File: config.mk
export PLATFORM = sky130hd
export DESIGN_NAME = ysyx_bus_arb_flat
export DESIGN_NICKNAME = d
export VERILOG_FILES = /design/src/rtl/ysyx_bus_pkg.sv /design/src/rtl/ysyx_bus_arb_if.sv /design/src/rtl/ysyx_bus_strb_align.sv /design/src/rtl/ysyx_bus_arb.sv /design/src/flat_wrapper.sv
export SDC_FILE = /design/constraint.sdc
export NUM_CORES = 1
export LEC_CHECK = 0
export CORE_AREA = 4 4 142 144
export CTS_CLUSTER_SIZE = 12
export DETAILED_ROUTE_END_ITERATION = 8
export DIE_AREA = 0 0 146 148
export GPL_TIMING_DRIVEN = 1
export PLACE_DENSITY = 0.79
export SETUP_SLACK_MARGIN = 0.1
export SLEW_MARGIN = 10
export SYNTH_ARGS = -nofsm -noshare
export SYNTH_HDL_FRONTEND = slang
export SYNTH_SLANG_ARGS = --single-unit
File: constraint.sdc
create_clock -name clock -period 1.85 [get_ports clock]
set_input_delay 0.37 -clock clock [delete_from_list [all_inputs] [get_ports clock]]
set_output_delay 0.37 -clock clock [all_outputs]
set_load 0.03 [all_outputs]
File: src/rtl/ysyx_bus_pkg.sv
`default_nettype none
// +-----------------------------------------------------------------+
// | ysyx_bus_pkg : shared types and constants for the bus arbiter   |
// | Rev 1.0                                                         |
// +-----------------------------------------------------------------+
package ysyx_bus_pkg;

  typedef enum logic [2:0] {
    ST_IDLE    = 3'd0,
    ST_RD_ADDR = 3'd1,
    ST_RD_DATA = 3'd2,
    ST_WR_REQ  = 3'd3,
    ST_WR_RESP = 3'd4,
    ST_DONE    = 3'd5
  } state_e;

  typedef enum logic [1:0] {
    OWN_NONE = 2'd0,
    OWN_IFU  = 2'd1,
    OWN_LSU  = 2'd2
  } owner_e;

  localparam logic [1:0] c_RESP_OKAY   = 2'b00;
  localparam logic [1:0] c_RESP_EXOKAY = 2'b01;
  localparam logic [1:0] c_RESP_SLVERR = 2'b10;
  localparam logic [1:0] c_RESP_DECERR = 2'b11;

  localparam logic [2:0] c_SIZE_BYTE = 3'b000;
  localparam logic [2:0] c_SIZE_HALF = 3'b001;
  localparam logic [2:0] c_SIZE_WORD = 3'b010;

  // Unrecognised strobe patterns fall back to a full word access.
  function automatic logic [2:0] strb_to_size(input logic [7:0] strb);
    logic [2:0] size;
    case (strb)
      8'h01:   size = c_SIZE_BYTE;
      8'h03:   size = c_SIZE_HALF;
      default: size = c_SIZE_WORD;
    endcase
    return size;
  endfunction

endpackage
`default_nettype wire

File: src/rtl/ysyx_bus_arb_if.sv
`default_nettype none
// +-----------------------------------------------------------------+
// | ysyx_bus_arb_if : IFU/LSU request side plus AXI4-lite master    |
// | Rev 1.0                                                         |
// +-----------------------------------------------------------------+
interface ysyx_bus_arb_if #(
  parameter int XLEN = 32
);
  logic [XLEN-1:0] ifu_araddr;
  logic            ifu_arvalid;
  logic [XLEN-1:0] ifu_rdata;
  logic            ifu_rvalid;

  logic [XLEN-1:0] lsu_araddr;
  logic            lsu_arvalid;
  logic [7:0]      lsu_rstrb;
  logic [XLEN-1:0] lsu_rdata;
  logic            lsu_rvalid;
  logic [XLEN-1:0] lsu_awaddr;
  logic            lsu_awvalid;
  logic [XLEN-1:0] lsu_wdata;
  logic [7:0]      lsu_wstrb;
  logic            lsu_wvalid;
  logic            lsu_wready;
  logic            bus_err;

  logic [XLEN-1:0] m_araddr;
  logic [2:0]      m_arsize;
  logic            m_arvalid;
  logic            m_arready;
  logic [XLEN-1:0] m_rdata;
  logic [1:0]      m_rresp;
  logic            m_rvalid;
  logic            m_rready;
  logic [XLEN-1:0] m_awaddr;
  logic [2:0]      m_awsize;
  logic            m_awvalid;
  logic            m_awready;
  logic [XLEN-1:0] m_wdata;
  logic [3:0]      m_wstrb;
  logic            m_wvalid;
  logic            m_wready;
  logic [1:0]      m_bresp;
  logic            m_bvalid;
  logic            m_bready;

  modport master (
    input  ifu_araddr, ifu_arvalid,
    output ifu_rdata, ifu_rvalid,
    input  lsu_araddr, lsu_arvalid, lsu_rstrb,
    output lsu_rdata, lsu_rvalid,
    input  lsu_awaddr, lsu_awvalid, lsu_wdata, lsu_wstrb, lsu_wvalid,
    output lsu_wready, bus_err,
    output m_araddr, m_arsize, m_arvalid, input m_arready,
    input  m_rdata, m_rresp, m_rvalid, output m_rready,
    output m_awaddr, m_awsize, m_awvalid, input m_awready,
    output m_wdata, m_wstrb, m_wvalid, input m_wready,
    input  m_bresp, m_bvalid, output m_bready
  );

  modport slave (
    output ifu_araddr, ifu_arvalid,
    input  ifu_rdata, ifu_rvalid,
    output lsu_araddr, lsu_arvalid, lsu_rstrb,
    input  lsu_rdata, lsu_rvalid,
    output lsu_awaddr, lsu_awvalid, lsu_wdata, lsu_wstrb, lsu_wvalid,
    input  lsu_wready, bus_err,
    input  m_araddr, m_arsize, m_arvalid, output m_arready,
    output m_rdata, m_rresp, m_rvalid, input m_rready,
    input  m_awaddr, m_awsize, m_awvalid, output m_awready,
    input  m_wdata, m_wstrb, m_wvalid, output m_wready,
    output m_bresp, m_bvalid, input m_bready
  );

endinterface
`default_nettype wire

File: src/rtl/ysyx_bus_strb_align.sv
`default_nettype none
// +-----------------------------------------------------------------+
// | ysyx_bus_strb_align : strobe-to-size encode and store lane shift |
// | Rev 1.0                                                         |
// +-----------------------------------------------------------------+
module ysyx_bus_strb_align
  import ysyx_bus_pkg::*;
#(
  parameter int XLEN = 32
) (
  input  logic [7:0]      i_strb,
  input  logic [1:0]      i_addr_lo,
  input  logic [XLEN-1:0] i_wdata,
  output logic [2:0]      o_size,
  output logic [3:0]      o_wstrb,
  output logic [XLEN-1:0] o_wdata
);

  assign o_size  = strb_to_size(i_strb);
  // Lanes shifted past the top of the bus are dropped, not wrapped.
  assign o_wstrb = i_strb[3:0] << i_addr_lo;
  assign o_wdata = i_wdata << {i_addr_lo, 3'b000};

endmodule
`default_nettype wire

File: src/rtl/ysyx_bus_arb.sv
`default_nettype none
// +-----------------------------------------------------------------+
// | ysyx_bus_arb : IFU/LSU arbiter onto one AXI4-lite master port   |
// | Optional round-robin IFU/LSU grant: YSYX_BUS_ARB_RR_EN  Rev 1.0 |
// +-----------------------------------------------------------------+
module ysyx_bus_arb
  import ysyx_bus_pkg::*;
#(
  parameter int         XLEN     = 32,
  parameter logic [2:0] IFU_SIZE = 3'b010
) (
  input  logic           clock,
  input  logic           reset,
  ysyx_bus_arb_if.master bus
);

  state_e          r_state;
  owner_e          r_owner;
  logic            r_aw_done;
  logic            r_w_done;
  logic [XLEN-1:0] r_araddr;
  logic [2:0]      r_arsize;
  logic            r_arvalid;
  logic            r_rready;
  logic [XLEN-1:0] r_awaddr;
  logic [2:0]      r_awsize;
  logic            r_awvalid;
  logic [XLEN-1:0] r_wdata;
  logic [3:0]      r_wstrb;
  logic            r_wvalid;
  logic            r_bready;
  logic [XLEN-1:0] r_rdata;
  logic            r_ifu_rvalid;
  logic            r_lsu_rvalid;
  logic            r_lsu_wready;
  logic            r_bus_err;
`ifdef YSYX_BUS_ARB_RR_EN
  owner_e          r_last_owner;
`endif

  logic            w_store_req;
  logic            w_lsu_req;
  logic            w_pick_lsu;
  logic            w_pick_ifu;
  logic            w_aw_fin;
  logic            w_w_fin;
  logic [7:0]      w_sel_strb;
  logic [2:0]      w_size;
  logic [3:0]      w_wstrb;
  logic [XLEN-1:0] w_wdata;

  always_comb begin
    w_store_req = bus.lsu_awvalid && bus.lsu_wvalid;
    w_lsu_req   = w_store_req || bus.lsu_arvalid;
`ifdef YSYX_BUS_ARB_RR_EN
    w_pick_lsu  = w_lsu_req && !(bus.ifu_arvalid && (r_last_owner == OWN_LSU));
`else
    w_pick_lsu  = w_lsu_req;
`endif
    w_pick_ifu  = bus.ifu_arvalid && !w_pick_lsu;
    w_sel_strb  = w_store_req ? bus.lsu_wstrb : bus.lsu_rstrb;
    w_aw_fin    = r_aw_done || (r_awvalid && bus.m_awready);
    w_w_fin     = r_w_done || (r_wvalid && bus.m_wready);
  end

  ysyx_bus_strb_align #(
    .XLEN (XLEN)
  ) u_align (
    .i_strb    (w_sel_strb),
    .i_addr_lo (bus.lsu_awaddr[1:0]),
    .i_wdata   (bus.lsu_wdata),
    .o_size    (w_size),
    .o_wstrb   (w_wstrb),
    .o_wdata   (w_wdata)
  );

  always_ff @(posedge clock or negedge reset) begin
    if (!reset) begin
      r_state      <= ST_IDLE;
      r_owner      <= OWN_NONE;
      r_aw_done    <= 1'b0;
      r_w_done     <= 1'b0;
      r_araddr     <= '0;
      r_arsize     <= '0;
      r_arvalid    <= 1'b0;
      r_rready     <= 1'b0;
      r_awaddr     <= '0;
      r_awsize     <= '0;
      r_awvalid    <= 1'b0;
      r_wdata      <= '0;
      r_wstrb      <= '0;
      r_wvalid     <= 1'b0;
      r_bready     <= 1'b0;
      r_rdata      <= '0;
      r_ifu_rvalid <= 1'b0;
      r_lsu_rvalid <= 1'b0;
      r_lsu_wready <= 1'b0;
      r_bus_err    <= 1'b0;
`ifdef YSYX_BUS_ARB_RR_EN
      r_last_owner <= OWN_NONE;
`endif
    end else begin
      r_ifu_rvalid <= 1'b0;
      r_lsu_rvalid <= 1'b0;
      r_lsu_wready <= 1'b0;
      r_bus_err    <= 1'b0;
      case (r_state)
        ST_IDLE: begin
          if (w_pick_lsu && w_store_req) begin
            r_owner   <= OWN_LSU;
            r_awaddr  <= bus.lsu_awaddr;
            r_awsize  <= w_size;
            r_wstrb   <= w_wstrb;
            r_wdata   <= w_wdata;
            r_awvalid <= 1'b1;
            r_wvalid  <= 1'b1;
            r_aw_done <= 1'b0;
            r_w_done  <= 1'b0;
            r_state   <= ST_WR_REQ;
`ifdef YSYX_BUS_ARB_RR_EN
            r_last_owner <= OWN_LSU;
`endif
          end else if (w_pick_lsu) begin
            r_owner   <= OWN_LSU;
            r_araddr  <= bus.lsu_araddr;
            r_arsize  <= w_size;
            r_arvalid <= 1'b1;
            r_state   <= ST_RD_ADDR;
`ifdef YSYX_BUS_ARB_RR_EN
            r_last_owner <= OWN_LSU;
`endif
          end else if (w_pick_ifu) begin
            r_owner   <= OWN_IFU;
            r_araddr  <= bus.ifu_araddr;
            r_arsize  <= IFU_SIZE;
            r_arvalid <= 1'b1;
            r_state   <= ST_RD_ADDR;
`ifdef YSYX_BUS_ARB_RR_EN
            r_last_owner <= OWN_IFU;
`endif
          end
        end
        ST_RD_ADDR: begin
          if (bus.m_arready) begin
            r_arvalid <= 1'b0;
            r_rready  <= 1'b1;
            r_state   <= ST_RD_DATA;
          end
        end
        ST_RD_DATA: begin
          // Response pulses are registered here so they appear in the DONE cycle.
          if (bus.m_rvalid) begin
            r_rready     <= 1'b0;
            r_rdata      <= bus.m_rdata;
            r_ifu_rvalid <= (r_owner == OWN_IFU);
            r_lsu_rvalid <= (r_owner == OWN_LSU);
            r_bus_err    <= (bus.m_rresp != c_RESP_OKAY);
            r_state      <= ST_DONE;
          end
        end
        ST_WR_REQ: begin
          if (bus.m_awready) r_awvalid <= 1'b0;
          if (bus.m_wready)  r_wvalid  <= 1'b0;
          r_aw_done <= w_aw_fin;
          r_w_done  <= w_w_fin;
          if (w_aw_fin && w_w_fin) begin
            r_aw_done <= 1'b0;
            r_w_done  <= 1'b0;
            r_bready  <= 1'b1;
            r_state   <= ST_WR_RESP;
          end
        end
        ST_WR_RESP: begin
          if (bus.m_bvalid) begin
            r_bready     <= 1'b0;
            r_lsu_wready <= 1'b1;
            r_bus_err    <= (bus.m_bresp != c_RESP_OKAY);
            r_state      <= ST_DONE;
          end
        end
        ST_DONE: begin
          r_owner <= OWN_NONE;
          r_state <= ST_IDLE;
        end
        default: r_state <= ST_IDLE;
      endcase
    end
  end

  assign bus.ifu_rdata  = r_rdata;
  assign bus.ifu_rvalid = r_ifu_rvalid;
  assign bus.lsu_rdata  = r_rdata;
  assign bus.lsu_rvalid = r_lsu_rvalid;
  assign bus.lsu_wready = r_lsu_wready;
  assign bus.bus_err    = r_bus_err;
  assign bus.m_araddr   = r_araddr;
  assign bus.m_arsize   = r_arsize;
  assign bus.m_arvalid  = r_arvalid;
  assign bus.m_rready   = r_rready;
  assign bus.m_awaddr   = r_awaddr;
  assign bus.m_awsize   = r_awsize;
  assign bus.m_awvalid  = r_awvalid;
  assign bus.m_wdata    = r_wdata;
  assign bus.m_wstrb    = r_wstrb;
  assign bus.m_wvalid   = r_wvalid;
  assign bus.m_bready   = r_bready;

endmodule
`default_nettype wire

File: src/flat_wrapper.sv
// flat-port wrapper written by rule: the top's interface ports become plain ports
module ysyx_bus_arb_flat import ysyx_bus_pkg::*;
#(
  parameter int         XLEN     = 32,
  parameter logic [2:0] IFU_SIZE = 3'b010
)
  (clock, reset, bus_ifu_araddr, bus_ifu_arvalid, bus_ifu_rdata, bus_ifu_rvalid, bus_lsu_araddr, bus_lsu_arvalid, bus_lsu_rstrb, bus_lsu_rdata, bus_lsu_rvalid, bus_lsu_awaddr, bus_lsu_awvalid, bus_lsu_wdata, bus_lsu_wstrb, bus_lsu_wvalid, bus_lsu_wready, bus_bus_err, bus_m_araddr, bus_m_arsize, bus_m_arvalid, bus_m_arready, bus_m_rdata, bus_m_rresp, bus_m_rvalid, bus_m_rready, bus_m_awaddr, bus_m_awsize, bus_m_awvalid, bus_m_awready, bus_m_wdata, bus_m_wstrb, bus_m_wvalid, bus_m_wready, bus_m_bresp, bus_m_bvalid, bus_m_bready);
  ysyx_bus_arb_if #(.XLEN(XLEN)) bus_i ();
  input  logic clock;
  input  logic reset;
  input wire logic [$bits(bus_i.ifu_araddr)-1:0] bus_ifu_araddr;
  input wire logic [$bits(bus_i.ifu_arvalid)-1:0] bus_ifu_arvalid;
  output wire logic [$bits(bus_i.ifu_rdata)-1:0] bus_ifu_rdata;
  output wire logic [$bits(bus_i.ifu_rvalid)-1:0] bus_ifu_rvalid;
  input wire logic [$bits(bus_i.lsu_araddr)-1:0] bus_lsu_araddr;
  input wire logic [$bits(bus_i.lsu_arvalid)-1:0] bus_lsu_arvalid;
  input wire logic [$bits(bus_i.lsu_rstrb)-1:0] bus_lsu_rstrb;
  output wire logic [$bits(bus_i.lsu_rdata)-1:0] bus_lsu_rdata;
  output wire logic [$bits(bus_i.lsu_rvalid)-1:0] bus_lsu_rvalid;
  input wire logic [$bits(bus_i.lsu_awaddr)-1:0] bus_lsu_awaddr;
  input wire logic [$bits(bus_i.lsu_awvalid)-1:0] bus_lsu_awvalid;
  input wire logic [$bits(bus_i.lsu_wdata)-1:0] bus_lsu_wdata;
  input wire logic [$bits(bus_i.lsu_wstrb)-1:0] bus_lsu_wstrb;
  input wire logic [$bits(bus_i.lsu_wvalid)-1:0] bus_lsu_wvalid;
  output wire logic [$bits(bus_i.lsu_wready)-1:0] bus_lsu_wready;
  output wire logic [$bits(bus_i.bus_err)-1:0] bus_bus_err;
  output wire logic [$bits(bus_i.m_araddr)-1:0] bus_m_araddr;
  output wire logic [$bits(bus_i.m_arsize)-1:0] bus_m_arsize;
  output wire logic [$bits(bus_i.m_arvalid)-1:0] bus_m_arvalid;
  input wire logic [$bits(bus_i.m_arready)-1:0] bus_m_arready;
  input wire logic [$bits(bus_i.m_rdata)-1:0] bus_m_rdata;
  input wire logic [$bits(bus_i.m_rresp)-1:0] bus_m_rresp;
  input wire logic [$bits(bus_i.m_rvalid)-1:0] bus_m_rvalid;
  output wire logic [$bits(bus_i.m_rready)-1:0] bus_m_rready;
  output wire logic [$bits(bus_i.m_awaddr)-1:0] bus_m_awaddr;
  output wire logic [$bits(bus_i.m_awsize)-1:0] bus_m_awsize;
  output wire logic [$bits(bus_i.m_awvalid)-1:0] bus_m_awvalid;
  input wire logic [$bits(bus_i.m_awready)-1:0] bus_m_awready;
  output wire logic [$bits(bus_i.m_wdata)-1:0] bus_m_wdata;
  output wire logic [$bits(bus_i.m_wstrb)-1:0] bus_m_wstrb;
  output wire logic [$bits(bus_i.m_wvalid)-1:0] bus_m_wvalid;
  input wire logic [$bits(bus_i.m_wready)-1:0] bus_m_wready;
  input wire logic [$bits(bus_i.m_bresp)-1:0] bus_m_bresp;
  input wire logic [$bits(bus_i.m_bvalid)-1:0] bus_m_bvalid;
  output wire logic [$bits(bus_i.m_bready)-1:0] bus_m_bready;
  assign bus_i.ifu_araddr = bus_ifu_araddr;
  assign bus_i.ifu_arvalid = bus_ifu_arvalid;
  assign bus_ifu_rdata = bus_i.ifu_rdata;
  assign bus_ifu_rvalid = bus_i.ifu_rvalid;
  assign bus_i.lsu_araddr = bus_lsu_araddr;
  assign bus_i.lsu_arvalid = bus_lsu_arvalid;
  assign bus_i.lsu_rstrb = bus_lsu_rstrb;
  assign bus_lsu_rdata = bus_i.lsu_rdata;
  assign bus_lsu_rvalid = bus_i.lsu_rvalid;
  assign bus_i.lsu_awaddr = bus_lsu_awaddr;
  assign bus_i.lsu_awvalid = bus_lsu_awvalid;
  assign bus_i.lsu_wdata = bus_lsu_wdata;
  assign bus_i.lsu_wstrb = bus_lsu_wstrb;
  assign bus_i.lsu_wvalid = bus_lsu_wvalid;
  assign bus_lsu_wready = bus_i.lsu_wready;
  assign bus_bus_err = bus_i.bus_err;
  assign bus_m_araddr = bus_i.m_araddr;
  assign bus_m_arsize = bus_i.m_arsize;
  assign bus_m_arvalid = bus_i.m_arvalid;
  assign bus_i.m_arready = bus_m_arready;
  assign bus_i.m_rdata = bus_m_rdata;
  assign bus_i.m_rresp = bus_m_rresp;
  assign bus_i.m_rvalid = bus_m_rvalid;
  assign bus_m_rready = bus_i.m_rready;
  assign bus_m_awaddr = bus_i.m_awaddr;
  assign bus_m_awsize = bus_i.m_awsize;
  assign bus_m_awvalid = bus_i.m_awvalid;
  assign bus_i.m_awready = bus_m_awready;
  assign bus_m_wdata = bus_i.m_wdata;
  assign bus_m_wstrb = bus_i.m_wstrb;
  assign bus_m_wvalid = bus_i.m_wvalid;
  assign bus_i.m_wready = bus_m_wready;
  assign bus_i.m_bresp = bus_m_bresp;
  assign bus_i.m_bvalid = bus_m_bvalid;
  assign bus_m_bready = bus_i.m_bready;
  ysyx_bus_arb #(.XLEN(XLEN), .IFU_SIZE(IFU_SIZE)) u_core (.clock(clock), .reset(reset), .bus(bus_i));
endmodule
==> impl_metrics.toml <==
[setup_path]
cp-start-kind = "flip-flop"
rr_startpoint = "u_core.r_state[2]"
arrival_ns = 1.98
r2r_cells = 5
ff2ff_setup_slack_ns = 0.17
required_ns = 2.15
crit_fanout = 10
path_class = "reg2reg"
end_kind = "flip-flop"
r2r_end = "u_core.r_state[0]"

[placed_design]
dp_hpwl_mm = 18.3
port_buffers = 367
pre_cts_ws_ns = -0.166
placedInstanceArea_um2 = 11000
gp_congestion = 0.846

[timing]
setup_viol = 0
fin_ws_ns = 0.166
finalCritPeriodShare_pct = 91.0
finalClockSkew_ns = 0.00997
rsz0062_at_grt = "no"
holdWs_ns = 0.427
period_needed_ns = 1.68
max_freq_ghz = 0.594
hold_viol_final = 0
slew_violations = 0

[routing]
dr.first_iter.drc_count = 256
drc_errors = 0
vias = 6197
wl_mm = 22.9
ant_nets = 0
first_pass_iters = 4
wl_per_cell_um = 17.8
vias_per_cell = 4.82

[logic_synthesis]
synthCells = 678
syn_area_per_cell_um2 = 10.3
synth.ff_latch_count = 152
async_reset_ff_share_pct = 100
ys_types = 46
synth-edff-count = 0
synthTopCellsByArea = "dfrtp_1 55%, nand2_1 9.5%, mux2i_1 7.5%, mux2_2 6.3%, buf_4 4.4%"
synth.top_cell.area_share_pct = 54.5
yosys-top-cells-count = "177 x nand2_1, 152 x dfrtp_1, 52 x mux2i_1"
yosys.area.top_type = "dfrtp_1"
syn_area_um2 = 6980
synthFlopType = "dfrtp_1"
yosys_warnings = 0
seq_area_frac_synth_pct = 54.5
synth_most_common_cell = "nand2_1"

[clocking]
cts_tree = "done"
clock_latency_ns = 0.41
cts_htree_levels = 4
clkTransAtPathRegs_ns = 0.07
root_buffer = "clkbuf_16"
cts_sinks = 152
clockBufferDepth = 2
cts_buffers = 17

[cells_and_area]
layout-drive-gt1-share_pct = 12.7
stdcell_area_um2 = 11400
diodes = 0
nets = 1231
num-fill-cells = 1595
final_core_util_pct = 60.9
area_delta_synth_final_pct = 63.1

[run_status]
status = "finished, final reports clean"

[global_routing]
grt_pass1_wl_mm = 35.5
grt_max_degree = 65
overflow = 0
groute.usage.overall_pct = 20.9
antenna_found_initial = 0
grt_pass1_vias = 6402

[power_and_ir_drop]
seqPwrFrac_pct = 30.6
pwr-share-clk_pct = 18.6
ir_drop_mv = 0.717
pwr_density_cell_nw_per_um2 = 1650
cell_internal_pwr_uw = 10300
switching_share_pct = 45.0
combPwrFrac_pct = 50.8
p_switching_uw = 8470
p_leak_uw = 0.00565

[floorplanning]
initial_core_util_pct = 37.3
io_pins = 370
row_count = 50
die_h_um = 148
die_w_um = 146
core_area_um2 = 18700
die_area_um2 = 21600

[worst_hold_path]
hold_path.class = "in2async"

[run]
maxCapViolCount = 0
-- power groups by stage --
| stage | registers (uW) | clock network [uW] | logic, uW |
|---|---|---|---|
| floorplan | 8560 | 0 | 3440 |
| global placement | 5830 | 0 | 10700 |
| detailed placement | 5890 | 0 | 10800 |
| CTS | 5760 | 3590 | 9600 |
| global route | 5970 | 3740 | 10200 |
| finish | 5750 | 3500 | 9560 |
-- sequential cells by signal (all words and copies together) (netlist names), 2 cells and up --
name and flops:
u_core.r_owner 2, u_core.bus.m_wstrb 4, u_core.bus.m_arsize 2, u_core.bus.ifu_rdata 32, u_core.bus.m_araddr 32, u_core.bus.m_wdata 32, u_core.r_state 3, u_core.bus.m_awaddr 32
u_core.bus.m_awsize 2
-- metal layers --
metal	up-vias	part of all wire, %	track usage [%]
met3	21	7.2	6.44
met5	-	0	0
li1	3001	-	-
met1	2921	39	23.8
met4	0	1.2	5.08
met2	254	52	38.4
-- critical path, stage by stage, from the launching register on --
cell      delay, ns
dfrtp_1        0.44
buf_4          0.20
and3b_1        0.32
o21ai_0        0.16
o211ai_2       0.11
mux2_2         0.35
-- cells by family after synthesis --
kind of cell	count (synthesis)	synth area share, %
and+or+nand+nor	237	14.5
DFF	152	54.5
AOI/OAI and AO/OA	111	9.56
muxes	93	14.1
buffers and inverters	84	7.30
other	1	0.0537
-- stage by stage --
step	TNS (ns)	total power, uW	instances
finish	0	18800	1286
global route	0	19900	1286
CTS	0	18900	1282
detailed placement	-7.85	16700	1250
global placement	-5.13	16500	1250
floorplan	0	12000	679
-- how the worst max path moves through the flow --
stage	startpoint	end	slack, ns	cells past startpoint
2_1_floorplan	u_core.r_state[0]	u_core.bus.m_wdata[28]	0.27	6
3_3_place_gp	bus_lsu_rstrb[0]	u_core.bus.m_arsize[0]	-0.15	5
3_5_place_dp	bus_lsu_awvalid	u_core.bus.m_araddr[30]	-0.17	6
4_1_cts	u_core.r_state[1]	u_core.bus.m_araddr[17]	0.14	4
5_1_grt	u_core.r_state[2]	u_core.r_state[2]	0.10	6
6_report	u_core.r_state[2]	u_core.r_state[0]	0.17	5
-- final cells by class --
cell class / count / area, um^2 / area share (%)
Clock inverter: 12 / 141 / 1.24
Sequential cell: 152 / 3800 / 33.4
Tap cell: 234 / 293 / 2.57
Clock buffer: 19 / 453 / 3.98
Inverter: 6 / 22.5 / 0.198
Timing Repair Buffer: 420 / 3990 / 35.1
Multi-Input combinational cell: 443 / 2680 / 23.5
-- cells in the final DEF (no fill, tap or decap), types with 4 or more instances in the layout --
master,count
a211oi_1,10
nand2_1,176
a21oi_1,28
inv_6,4
nor2b_1,10
dlygate4sd2_1,176
buf_4,42
mux2_2,39
buf_12,11
o21ai_0,47
nand3_1,10
clkbuf_16,17
dfrtp_1,151
inv_1,6
o31ai_1,10
nor2_1,19
clkdlybuf4s50_1,189
mux2i_1,52
-- timing repair --
action | in CTS | in global routing
pin swaps | 0 | 1
endpoints found under the hold margin | 34 | 0
gates resized for setup | 176 | 1
buffers inserted | 0 | 4
setup endpoints to repair | 176 | 50
hold buffers | 1 | 0
No activity file was read; power rests on OpenSTA's default activity.
